[src/rtl/pwm_multicanal.sv]
// rtl/pwm_multicanal.sv - multi-channel PWM with shared prescaler/counter, edge or center aligned
// Period, duty and mode are double-buffered and only swap in at a period boundary.
module pwm_multicanal #(
    parameter int CHANNELS = 4,
    parameter int WIDTH    = 8,
    parameter int PRESCALE = 5000
) (
    input  logic                      clk,
    input  logic                      rst_n,
    input  logic                      enable,
    input  logic                      load,
    input  logic                      center_mode,
    input  logic [WIDTH-1:0]          period,
    input  logic [CHANNELS*WIDTH-1:0] duty,
    output logic [CHANNELS-1:0]       pwm_out,
    output logic                      period_start,
    output logic                      pending
);
    localparam int PW = (PRESCALE > 1) ? $clog2(PRESCALE) : 1;
    localparam logic [PW-1:0] PRESC_LAST = PW'(PRESCALE - 1);

    logic [PW-1:0]             presc_q, presc_d;
    logic [WIDTH-1:0]          cnt_q, cnt_d;
    logic                      dir_down_q, dir_down_d;
    logic [WIDTH-1:0]          per_act_q, per_act_d;
    logic                      mode_act_q, mode_act_d;
    logic [CHANNELS*WIDTH-1:0] duty_act_q, duty_act_d;
    logic [WIDTH-1:0]          per_pend_q, per_pend_d;
    logic                      mode_pend_q, mode_pend_d;
    logic [CHANNELS*WIDTH-1:0] duty_pend_q, duty_pend_d;
    logic                      pending_q, pending_d;
    logic [CHANNELS-1:0]       pwm_q, pwm_d;
    logic                      ps_q, ps_d;
    logic                      tick;
    logic                      boundary;

    // Prescaler, counter and boundary detection
    always_comb begin
        presc_d    = presc_q;
        cnt_d      = cnt_q;
        dir_down_d = dir_down_q;
        tick       = 1'b0;
        boundary   = 1'b0;
        if (!enable) begin
            presc_d    = '0;
            cnt_d      = '0;
            dir_down_d = 1'b0;
        end else begin
            tick    = (presc_q == PRESC_LAST);
            presc_d = tick ? '0 : presc_q + 1'b1;
            if (tick) begin
                if (per_act_q == '0) begin
                    cnt_d      = '0;
                    dir_down_d = 1'b0;
                    boundary   = 1'b1;
                end else if (!mode_act_q) begin
                    if (cnt_q >= per_act_q) begin
                        cnt_d    = '0;
                        boundary = 1'b1;
                    end else begin
                        cnt_d = cnt_q + 1'b1;
                    end
                end else if (!dir_down_q && (cnt_q < per_act_q)) begin
                    cnt_d = cnt_q + 1'b1;
                end else begin
                    // Turning at the top or descending; reaching 0 closes the period
                    cnt_d      = cnt_q - 1'b1;
                    dir_down_d = 1'b1;
                    if (cnt_q == WIDTH'(1)) begin
                        dir_down_d = 1'b0;
                        boundary   = 1'b1;
                    end
                end
            end
        end
    end

    // Shadow registers: loads land in active directly when disabled or on a boundary clk
    always_comb begin
        per_act_d   = per_act_q;
        mode_act_d  = mode_act_q;
        duty_act_d  = duty_act_q;
        per_pend_d  = per_pend_q;
        mode_pend_d = mode_pend_q;
        duty_pend_d = duty_pend_q;
        pending_d   = pending_q;
        if (load && (!enable || boundary)) begin
            per_act_d  = period;
            mode_act_d = center_mode;
            duty_act_d = duty;
            pending_d  = 1'b0;
        end else if (load) begin
            per_pend_d  = period;
            mode_pend_d = center_mode;
            duty_pend_d = duty;
            pending_d   = 1'b1;
        end else if (boundary && pending_q) begin
            per_act_d  = per_pend_q;
            mode_act_d = mode_pend_q;
            duty_act_d = duty_pend_q;
            pending_d  = 1'b0;
        end
    end

    always_comb begin
        pwm_d = '0;
        for (int i = 0; i < CHANNELS; i++) begin
            pwm_d[i] = enable & (cnt_q < duty_act_q[i*WIDTH +: WIDTH]);
        end
        ps_d = boundary;
    end

    always_ff @(posedge clk) begin
        if (!rst_n) begin
            presc_q     <= '0;
            cnt_q       <= '0;
            dir_down_q  <= 1'b0;
            per_act_q   <= '1;
            mode_act_q  <= 1'b0;
            duty_act_q  <= '0;
            per_pend_q  <= '0;
            mode_pend_q <= 1'b0;
            duty_pend_q <= '0;
            pending_q   <= 1'b0;
            pwm_q       <= '0;
            ps_q        <= 1'b0;
        end else begin
            presc_q     <= presc_d;
            cnt_q       <= cnt_d;
            dir_down_q  <= dir_down_d;
            per_act_q   <= per_act_d;
            mode_act_q  <= mode_act_d;
            duty_act_q  <= duty_act_d;
            per_pend_q  <= per_pend_d;
            mode_pend_q <= mode_pend_d;
            duty_pend_q <= duty_pend_d;
            pending_q   <= pending_d;
            pwm_q       <= pwm_d;
            ps_q        <= ps_d;
        end
    end

    assign pwm_out      = pwm_q;
    assign period_start = ps_q;
    assign pending      = pending_q;

endmodule

[config.mk]
export PLATFORM = sky130hd
export DESIGN_NAME = pwm_multicanal
export DESIGN_NICKNAME = d
export VERILOG_FILES = /design/src/rtl/pwm_multicanal.sv
export SDC_FILE = /design/constraint.sdc
export NUM_CORES = 1
export LEC_CHECK = 0
export BUFFER_PORTS_ARGS = -buffer_cell sky130_fd_sc_hd__buf_4
export CELL_PAD_IN_SITES_DETAIL_PLACEMENT = 2
export CELL_PAD_IN_SITES_GLOBAL_PLACEMENT = 2
export CORE_AREA = 4 4 121 123
export DETAILED_ROUTE_END_ITERATION = 7
export DIE_AREA = 0 0 125 127
export PLACE_DENSITY_LB_ADDON = 0.25
export RECOVER_POWER = 25
export SETUP_SLACK_MARGIN = 0.4
export SLEW_MARGIN = 20
export SYNTH_ARGS = -nofsm -noshare
export SYNTH_HDL_FRONTEND = slang
export SYNTH_SLANG_ARGS = --single-unit
[constraint.sdc]
create_clock -name clk -period 4.9 [get_ports clk]
set_clock_uncertainty 0.2 [all_clocks]
set_input_delay 0.245 -clock clk [delete_from_list [all_inputs] [get_ports clk]]
set_output_delay 0.245 -clock clk [all_outputs]
set_load 0.03 [all_outputs]
### Yosys cells after proc, flatten, opt, wreduce, memory -nomap -nowiden

Index checks and enable logic that the tools add are counted.
W data, S select, Z words.

| storage, ports and cells | value |
|---|---|
| output and inout bits | 6 |
| bits of input ports | 45 |
| flip-flop bits (word level) | 110 |

| cells by class | value |
|---|---|
| magnitude comparators | 6 |
| equal/unequal tests | 4 |
| add/sub/neg operators | 3 |
| muxes and demuxes | 26 |
| bitwise operators | 7 |
| reduce and logical (&&, ||, !) cells | 16 |

Operator list:

| kind | count |
|---|---|
| $mux W32 | 3 |
| $mux W8 | 7 |
| $lt A8 B8 Y1 | 5 |
| $mux W1 | 16 |
| $add A13 B1 Y13 const B | 1 |
| $eq A13 B13 Y1 const B | 1 |
| $add A8 B1 Y8 const B | 1 |
| $eq A8 B1 Y1 const B | 1 |
| $ge A8 B8 Y1 | 1 |
| $logic_not A8 Y1 | 1 |
| $sub A8 B1 Y8 const B | 1 |
| $reduce_and A2 Y1 | 3 |
| $reduce_bool A2 Y1 | 3 |
| $and A1 B1 Y1 | 4 |
| $logic_and A1 B1 Y1 | 3 |
| $not A1 Y1 | 3 |
| $reduce_and A3 Y1 | 1 |
| $reduce_or A3 Y1 | 1 |
| $logic_not A1 Y1 | 2 |
| $ne A2 B1 Y1 const B | 1 |
| $ne A2 B2 Y1 const B | 1 |
| $reduce_or A2 Y1 | 1 |
| $logic_or A1 B1 Y1 | 1 |

### Depth between registers and ports, before layout

Gate-level depths: netlist of the first run.

| depth | value |
|---|---|
| depth after elaboration | 11 |
| gate-level depth with buffers | 10 |

### Worst setup path before layout of the first run

No wires, ideal clock.

| path | value |
|---|---|
| kind | register to register |
| start | register cnt_q[0] |
| end | register duty_pend_q[10] |
| data arrival time | 2.644 ns |
| stages on the path, launching flop included | 11 |
| required time | 4.641 ns |
| slack | 1.997 ns |
| period minus slack after synthesis | 2.903 ns |
| path buffers | 2 |
| path through | dfxtp_1 clkbuf_1 inv_1 ha_1 nand2b_1 a2111oi_2 o31ai_1 or2_4 o41ai_4 buf_6 a22o_1 |

| between the ends | value |
|---|---|
| cells in the longest elaborated chain, start to end | 11 |
| elaborated cells on any way between the ends | 15 |
| those cells by class | order compare (2); eq/ne (1); mux (7); bitwise (1); reduce/logical (4) |

Ends and longest elaborated chain:

| element | line | text |
|---|---|---|
| start, declared | 23 | `logic [WIDTH-1:0] cnt_q, cnt_d;` |
| start signal, assigned | 129 | `cnt_q <= cnt_d;` |
| $lt A8 B8 Y1 or $eq A8 B1 Y1 (tied branches) | 63, 69 |  |
| $logic_and A1 B1 Y1 or $mux W1 (tied branches) | 63, 69 |  |
| $mux W1 | 63 | `end else if (!dir_down_q && (cnt_q < per_act_q)) begin` |
| $mux W1 (*) | 56 | `end else if (!mode_act_q) begin` |
| $mux W1 (*) | 52 | `if (per_act_q == '0) begin` |
| $mux W1 (*) | 51 | `if (tick) begin` |
| $mux W1 (*) | 44 | `if (!enable) begin` |
| $logic_or A1 B1 Y1 (*) | 87 | `if (load && (!enable \|\| boundary)) begin` |
| $logic_and A1 B1 Y1 (*) | 87 |  |
| $not A1 Y1 (no source line) (*) | -- |  |
| $reduce_and A2 Y1 (no source line) (*) | -- |  |
| end signal, assigned | 136 | `duty_pend_q <= duty_pend_d;` |
| end, declared | 30 | `logic [CHANNELS*WIDTH-1:0] duty_pend_q, duty_pend_d;` |

Every way passes the cells marked *; elsewhere a longest branch is shown, timed or not.
A chain may end at the register's enable or synchronous reset.

### Final worst setup path of the first run

| path | value |
|---|---|
| start | register cnt_q[0] |
| end | register per_pend_q[6] |

| between the ends | value |
|---|---|
| cells in the longest elaborated chain, start to end | 11 |
| elaborated cells on any way between the ends | 15 |
| those cells by class | order compare (2); eq/ne (1); mux (7); bitwise (1); reduce/logical (4) |

Ends and longest elaborated chain:

| element | line | text |
|---|---|---|
| $lt A8 B8 Y1 or $eq A8 B1 Y1 (tied branches) | 63, 69 |  |
| $logic_and A1 B1 Y1 or $mux W1 (tied branches) | 63, 69 |  |
| $mux W1 | 63 |  |
| $mux W1 (*) | 56 |  |
| $mux W1 (*) | 52 |  |
| $mux W1 (*) | 51 |  |
| $mux W1 (*) | 44 |  |
| $logic_or A1 B1 Y1 (*) | 87 |  |
| $logic_and A1 B1 Y1 (*) | 87 |  |
| $not A1 Y1 (no source line) (*) | -- |  |
| $reduce_and A2 Y1 (no source line) (*) | -- |  |
| end signal, assigned | 134 | `per_pend_q <= per_pend_d;` |
| end, declared | 28 | `logic [WIDTH-1:0] per_pend_q, per_pend_d;` |

Marked as above.

==> results of run 1 <==
## cell usage after synthesis (all sizes together) (3+ instances only)
cell and instances:
o22ai 9, dfxtp 110, nor3 3, a31oi 4
a211o 5, ha 40, buf 14, o221a 33
nor4 5, nand2b 5, nand4 5, o32a 8
xor2 4, a21oi 9, a22o 41, inv 41
nand2 26, nand3 12, and3b 3, o21ai 9
or2 3, xnor2 8, and3 8, clkbuf 20
o21a 4, o211ai 5, o21bai 5, nor2 24
a21o 10, a211oi 7, o22a 36
## cell usage in the layout (no fill, tap or decap), drive strengths merged, types with 2 or more instances in the layout
cell         Yosys  layout
dfxtp          110     110
buf             14      49
dlygate4sd3      0      42
inv             41      42
a22o            41      41
ha              40      40
o22a            36      36
o221a           33      33
nand2           26      26
nor2            24      24
clkbuf          20      19
nand3           12      12
a21o            10      10
o21ai            9       9
a21oi            9       9
o22ai            9       9
o32a             8       8
xnor2            8       8
and3             8       8
a211oi           7       7
o21bai           5       5
nand4            5       5
nand2b           5       5
o211ai           5       5
a211o            5       5
nor4             5       5
o21a             4       4
a31oi            4       4
xor2             4       4
nor3             3       3
and3b            3       3
or2              3       3
clkinv           2       2
or4              2       2
or4b             2       2
clkinvlp         0       2
and2             2       2
o21ba            2       2
## layout make-up
type / count / area share [%]
Inverter: 43 / 2.45
Clock buffer: 12 / 3.89
Timing Repair Buffer: 98 / 12.3
Tap cell: 180 / 3.41
Sequential cell: 110 / 33.4
Multi-Input combinational cell: 353 / 43.7
Clock inverter: 4 / 0.815
## kinds of logic after synthesis
kind of cell / Yosys count / share of synthesized area, %
XOR/XNOR: 12 / 1.93
flip-flops: 110 / 40.4
buffers and inverters: 77 / 6.54
AO/OA/AOI/OAI: 196 / 31.6
adder cells (fa/ha/maj): 40 / 9.17
AND/OR/NAND/NOR: 105 / 10.4
## power by group
group / leakage [nW] / switching (mW) / internal (mW)
combinational: 1.59 / 0.138 / 0.142
sequential: 0.901 / 0.0387 / 0.943
clock: 0.145 / 0.360 / 0.428
total: 2.64 / 0.536 / 1.51
## per-stage QoR
step | cell area [um^2] | hold slack (ps) | std cells
after floorplan | 5460 | 178 | 540
after global placement | 5910 | 226 | 742
after detailed placement | 5910 | 246 | 742
after CTS | 6640 | 151 | 800
after global routing | 6600 | 187 | 800
final | 6600 | 175 | 800
## tightest hold or removal path, delay by kind of cell
kind,cells,cell delay [ps]
simple gates,1,180
buf+inv,1,130
compound gates,1,110
## flip-flops by register name, summed over array words and instances, names as in the netlist, 4 cells and up
name / count
duty_act_q: 32
duty_pend_q: 32
presc_q: 13
cnt_q: 8
per_act_q: 8
per_pend_q: 8
pwm_out: 4
## routing by layer
layer | GRT usage (%) | vias up
li1 | - | 2212
met1 | 28.1 | 2427
met2 | 39.8 | 84
met3 | 4.52 | 33
met4 | 6.82 | 0
met5 | 0 | -
## worst paths after layout
check        slack [ps]            end  cells past startpoint
min reg2reg         260     presc_q[0]                      1
min                 170        pending                      3
max reg2reg         700  per_pend_q[6]                      9
max                 700  per_pend_q[6]                      9
==> out/qor.yml, run 1 <==
run_status:
  status: "finished, final reports clean"
setup_path:
  worst-path-buf-inv: 2
  critPathLaunch: "cnt_q[0]"
  start_kind: "register"
  endpoint_kind: "register"
  crit_required_ps: 4940
  path_cells: "inv_1 -> ha_1 -> nand2b_1 -> a2111oi_0 -> o31ai_1 -> or2_0 -> o311a_1 -> buf_4 -> a22o_1"
  worst_path_largest_cell_delay_ps: 750
  crit_fanout: 27
  r2r_start: "cnt_q[0]"
  slowest_stage: "a2111oi_0"
  crit_family: "compound AO/OA/AOI/OAI gates"
  crit_arrival_ps: 4240
  critPathKind: "register to register"
timing:
  hold_viol: 0
  maxSlewHeadroom_pct: 39.6
  period_share_pct: 85.8
  max_clock_freq_ghz: 0.238
  rsz0062_at_grt: "no"
  tns_ps: 0
  worstMarginPinSlew_ps: 896
  finalMaxSlewViolations: 0
  fin_crit_ps: 4200
  timing.final.ws_setup_ps: 696
  setup_violations: 0
placement:
  gp_congestion: 0.824
  post-place-ws_ps: 1290
  port_buffers: 50
  dp_hpwl_um: 10400
power_and_ir_drop:
  ir_drop_mv: 0.226
  p_total_mw: 2.05
  powerDensity_nw_per_um2: 310
  power_leakage_nw: 2.64
worst_hold_path:
  hold_path_class: "input port to register"
  min_from: "load"
final_layout:
  area_delta_synth_final_pct: 21.0
  fillers: 1434
  diodes: 0
  fin_nets: 700
  final_util_pct: 48.3
  multi_input_area_um2: 2890
  regArea_um2: 2200
  layout-drive-gt1-share_pct: 19.2
yosys:
  ys_types: 61
  yosys-top-cells-area: "dfxtp_1 (40%), ha_1 (9.2%), o221a_2 (6.6%)"
  yosys_warnings: 0
  async_flop_share_pct: 0
  ys_ff_latch: 110
  netlist_area_um2: 5460
  syn_inst: 540
  syn_avg_cell_area_um2: 10.1
  synth_top_area_cell: "dfxtp_1"
  yosysSeqAreaShare_pct: 40.4
  synth_nets: 625
  yosysTopAreaCellShare_pct: 40.4
  synth-edff-count: 0
  synth_ff_type: "dfxtp_1"
global_route:
  antenna_found_initial: 0
  grt-ovfl-total: 0
  grt_max_degree: 49
  grt_first_pass_wirelength_um: 28900
  first_global_vias: 5282
  track_usage_pct: 22.6
floorplan:
  io_pins: 51
  dieHeight_um: 127
  core_region_area_um2: 13700
  die-area_um2: 15900
  start_util_pct: 39.9
  num_rows: 43
  die_w_um: 125
clock_tree:
  post_cts_buffers: 0
  cts_max_level: 3
  cts_tree: "done"
  insertion_delay_ps: 370
  cts_hold_buf: 42
  post_cts_resized: 0
  numCtsBuffers: 9
  clock-sinks: 110
  cts_buffer_depth: 2
  cts_root_buffer: "clkbuf_16"
  clk_pin_slew_ps: 70
routing:
  post_drt_via_cell_ratio: 5.95
  highest_layer: "met4"
  wl_met3_um: 583
  ant_nets: 0
  wl_met1_um: 7510
  wl_per_cell_um: 21.6
  met2_length_um: 8770
  drt_iter0_drc: 217
  vias: 4756
  drt_pass1_iterations: 6
  wirelength_um: 17300
  post-route-drc-count: 0
flow_run:
  cap_violations: 0
Power figures use the tool's default switching activity.
==> inputs of run 2 (changes only) <==
Settings changed: CORE_AREA 4 4 121 123 to 4 4 109 136, DIE_AREA 0 0 125 127 to 0 0 113 140.
==> run 2 against run 1 <==
Wire length is 1.8% higher; fmax is 4.9% higher; setup slack better by 200 ps; combinational power about the same; clock-buffer cell count stayed put; register-to-register slack improved by 200 ps; die area decreased by 0.35%; first-iteration DRC count up 4.1%; critical path type unchanged.
==> out/qor.yml, run 2 (synthesis gave the netlist of run 1 again) <==
timing:
  timing.final.ws_setup_ps: 894
  setup_violations: 0
  rsz0062_at_grt: "no"
  finalMaxSlewViolations: 0
  max_clock_freq_ghz: 0.250
  whs_ps: 171
  hold_viol: 0
  worstMarginPinSlew_ps: 822
  maxSlewHeadroom_pct: 45.2
  fin_crit_ps: 4010
  tns_ps: 0
  period_share_pct: 81.8
clock_tree:
  numCtsBuffers: 9
  cts_hold_buf: 42
  cts_max_level: 3
  post_cts_buffers: 0
  post_cts_resized: 0
  insertion_delay_ps: 360
  clk_pin_slew_ps: 70
  cts_buffer_depth: 2
  cts_tree: "done"
  clock-sinks: 110
  cts_root_buffer: "clkbuf_16"
final_layout:
  final_common_cell: "dfxtp_1"
  top_regs: "duty_act_q x32, duty_pend_q x32, presc_q x13"
  fin_nets: 701
  multi_input_area_um2: 2890
  final_cell_count_no_fill: 794
  fillers: 1400
  final_util_pct: 48.0
  design_area_um2: 6550
  diodes: 0
  area_delta_synth_final_pct: 20.0
  mostFrequentLayoutCells: "dfxtp_1 (110), buf_4 (50), dlygate4sd3_1 (42)"
  layout-drive-gt1-share_pct: 19.1
  regArea_um2: 2200
setup_path:
  path_cells: "inv_1 -> ha_1 -> nand2b_1 -> a2111oi_0 -> o31ai_1 -> or2_0 -> o311a_1 -> buf_4 -> a22o_1"
  crit_arrival_ps: 4050
  crit_required_ps: 4950
  r2r_start: "cnt_q[0]"
  critPathLaunch: "cnt_q[0]"
  worst_path_largest_cell_delay_ps: 610
  start_kind: "register"
  endpoint_kind: "register"
  slowest_stage: "o311a_1"
  crit_family: "compound AO/OA/AOI/OAI gates"
  critPathKind: "register to register"
  worst-path-buf-inv: 2
  crit_fanout: 32
global_route:
  grt_first_pass_wirelength_um: 28900
  first_global_vias: 5378
  grt-ovfl-total: 0
  grt_max_degree: 49
  antenna_found_initial: 0
  track_usage_pct: 22.9
placement:
  placedCellCount: 738
  placed_cell_area_um2: 5910
  post-place-ws_ps: 1440
  port_buffers: 50
  gp_congestion: 0.891
  dp_hpwl_um: 11100
routing:
  ant_nets: 0
  drt_iter0_drc: 226
  vias: 4711
  post-route-drc-count: 0
  wirelength_um: 17600
  drt_pass1_iterations: 4
  wl_per_cell_um: 22.2
  post_drt_via_cell_ratio: 5.93
floorplan:
  die-area_um2: 15800
  num_rows: 48
  dieHeight_um: 140
  die_w_um: 113
  core_region_area_um2: 13600
  start_util_pct: 40.0
  io_pins: 51
run_status:
  status: "finished, final reports clean"
worst_hold_path:
  hold_path_class: "input port to register"
  min_from: "load"
power_and_ir_drop:
  power_leakage_nw: 2.61
  p_total_mw: 1.94
  powerDensity_nw_per_um2: 297
  ir_drop_mv: 0.185
flow_run:
  cap_violations: 0
## run 2: layout make-up
class	instances	area share (%)
clock buffer	12	3.76
clock inverter	2	0.153
inverter	43	2.46
multi-input combinational	353	44.1
sequential	110	33.6
tap	175	3.34
timing repair buffer	99	12.6
## run 2: worst min-delay path: cells and delay by family
family | cells | cell delay (ps)
buffers and inverters | 1 | 140
and+or+nand+nor | 1 | 180
AOI/OAI and AO/OA | 1 | 110
## run 2: path summary, 6_finish.rpt
check                           cells past startpoint  slack [ps]         endpoint
worst max-delay path                                9         890  duty_pend_q[27]
worst min-delay path                                3         170          pending
worst max register to register                      9         890  duty_pend_q[27]
worst min register to register                      1         270       presc_q[0]
## run 2: power breakdown
group | total [mW] | switching [mW] | internal [mW]
combinational | 0.280 | 0.137 | 0.143
sequential | 0.983 | 0.0391 | 0.944
clock | 0.680 | 0.328 | 0.352
total | 1.94 | 0.504 | 1.44
## run 2: layer usage
| metal | vias up | wire (um) | share of wire [%] | global-route usage [%] |
|---|---|---|---|---|
| met1 | 2391 | 7200 | 41 | 27.4 |
| li1 | 2217 | - | - | - |
| met3 | 20 | 542 | 3.1 | 2.68 |
| met5 | - | 0 | 0 | 0 |
| met2 | 83 | 9510 | 54 | 41.4 |
| met4 | 0 | 348 | 2.0 | 9.18 |
==> inputs of run 3 (changes only) <==
Settings changed: CORE_AREA 4 4 109 136 to 4 4 113 141, DIE_AREA 0 0 113 140 to 0 0 117 145.
Clock period 4.9 ns to 3.7 ns, I/O delays scaled along.
==> run 3 against run 2 <==
First-iteration DRC count fell by 12%; die area increased by 7.2%; power rose by 39%; sequential share of layout area fell by 0.68 points; critical path type unchanged; critical endpoint is now duty_pend_q[31]; highest routed layer unchanged.
==> out/qor.yml, run 3 (synthesis gave the netlist of run 1 again) <==
run_status:
  status: "finished, final reports clean"
clock_tree:
  cts_root_buffer: "clkbuf_16"
  cts_buffer_depth: 2
  cts_tree: "done"
  post_cts_buffers: 0
  cts_max_level: 3
  insertion_delay_ps: 360
  clk_pin_slew_ps: 80
  clock-sinks: 110
  numCtsBuffers: 9
placement:
  gp_congestion: 0.850
  placedCellCount: 750
  post-place-ws_ps: 709
  dp_hpwl_um: 11300
  port_buffers: 50
  placed_cell_area_um2: 5990
timing:
  finalMaxSlewViolations: 0
  worstMarginPinSlew_ps: 623
  maxSlewHeadroom_pct: 58.4
  tns_ps: 0
  rsz0062_at_grt: "no"
  hold_viol: 0
  fin_crit_ps: 3150
  timing.final.ws_setup_ps: 553
  period_share_pct: 85.0
  whs_ps: 52.3
  setup_violations: 0
  max_clock_freq_ghz: 0.318
final_layout:
  top_regs: "duty_act_q x32, duty_pend_q x32, presc_q x13"
  diodes: 0
  regArea_um2: 2200
  final_common_cell: "dfxtp_1"
  design_area_um2: 6680
  mostFrequentLayoutCells: "dfxtp_1 (110), buf_4 (57), dlygate4sd3_1 (42)"
  fillers: 1499
  multi_input_area_um2: 2890
  area_delta_synth_final_pct: 22.5
  layout-drive-gt1-share_pct: 20.8
  final_cell_count_no_fill: 808
  fin_nets: 710
setup_path:
  start_kind: "register"
  crit_required_ps: 3760
  worst_path_largest_cell_delay_ps: 630
  slowest_stage: "dfxtp_1"
  crit_fanout: 41
  crit_arrival_ps: 3200
  critPathKind: "register to register"
  worst-path-buf-inv: 1
  path_cells: "ha_1 -> a2111oi_2 -> o31ai_1 -> or2_0 -> o311a_1 -> buf_4 -> a22o_1"
  endpoint_kind: "register"
  crit_family: "compound AO/OA/AOI/OAI gates"
power_and_ir_drop:
  ir_drop_mv: 0.205
  powerDensity_nw_per_um2: 404
  power_leakage_nw: 2.68
routing:
  wirelength_um: 17700
  ant_nets: 0
  post-route-drc-count: 0
  drt_pass1_iterations: 4
  post_drt_via_cell_ratio: 5.86
  drt_iter0_drc: 199
  vias: 4732
  wl_per_cell_um: 21.9
floorplan:
  core_region_area_um2: 14500
  io_pins: 51
  dieHeight_um: 145
  num_rows: 49
  die_w_um: 117
  die-area_um2: 17000
  start_util_pct: 37.7
flow_run:
  cap_violations: 0
global_route:
  grt-ovfl-total: 0
  grt_max_degree: 49
  track_usage_pct: 21.5
  antenna_found_initial: 0
  first_global_vias: 5390
  grt_first_pass_wirelength_um: 28900
worst_hold_path:
  hold_path_class: "input port to register"
run 3: final timing paths:
check,slack (ps),cells after the start,start,endpoint
worst max-delay path,550,7,cnt_q[1],duty_pend_q[31]
worst min-delay path,50,3,load,pending
worst max register to register,550,7,cnt_q[1],duty_pend_q[31]
worst min register to register,270,1,presc_q[0],presc_q[0]
run 3: per-stage QoR:
| step | total power [mW] | utilization [%] |
|---|---|---|
| after floorplan | 1.54 | - |
| after global placement | 1.64 | 41.4 |
| after detailed placement | 1.67 | 41.4 |
| after CTS | 2.73 | 46.4 |
| after global routing | 2.83 | 46.2 |
| final | 2.70 | 46.2 |
run 3: power breakdown:
part	total (mW)	leakage, nW	switching [mW]	internal (mW)
logic	0.386	1.63	0.192	0.194
clock network	1.02	0.148	0.487	0.536
registers	1.29	0.901	0.0450	1.25
run 3: layout make-up:
class	instances	area share, %
multi-input combinational	353	43.3
sequential	110	32.9
tap	178	3.33
clock buffer	9	3.37
clock inverter	7	1.20
inverter	43	2.41
timing repair buffer	108	13.4
run 3: layer usage:
layer | wire length [um] | global-route usage (%) | vias up | share of wire [%]
met4 | 207 | 5.16 | 0 | 1.2
met1 | 7540 | 25.4 | 2429 | 43
met3 | 355 | 3.62 | 16 | 2.0
met2 | 9590 | 39.5 | 58 | 54
li1 | - | - | 2229 | -
met5 | 0 | 0 | - | 0
run 3: what timing repair did:
item / 4_1_cts / 5_1_grt
hold endpoints to repair: 47 / 0
hold buffers: 42 / 0
resized for setup: 0 / 0
run 3: worst register-to-register path: stages (launching register included):
cell,delay [ps]
dfxtp_1,630
ha_1,340
a2111oi_2,340
o31ai_1,160
or2_0,390
o311a_1,410
buf_4,290
a22o_1,280
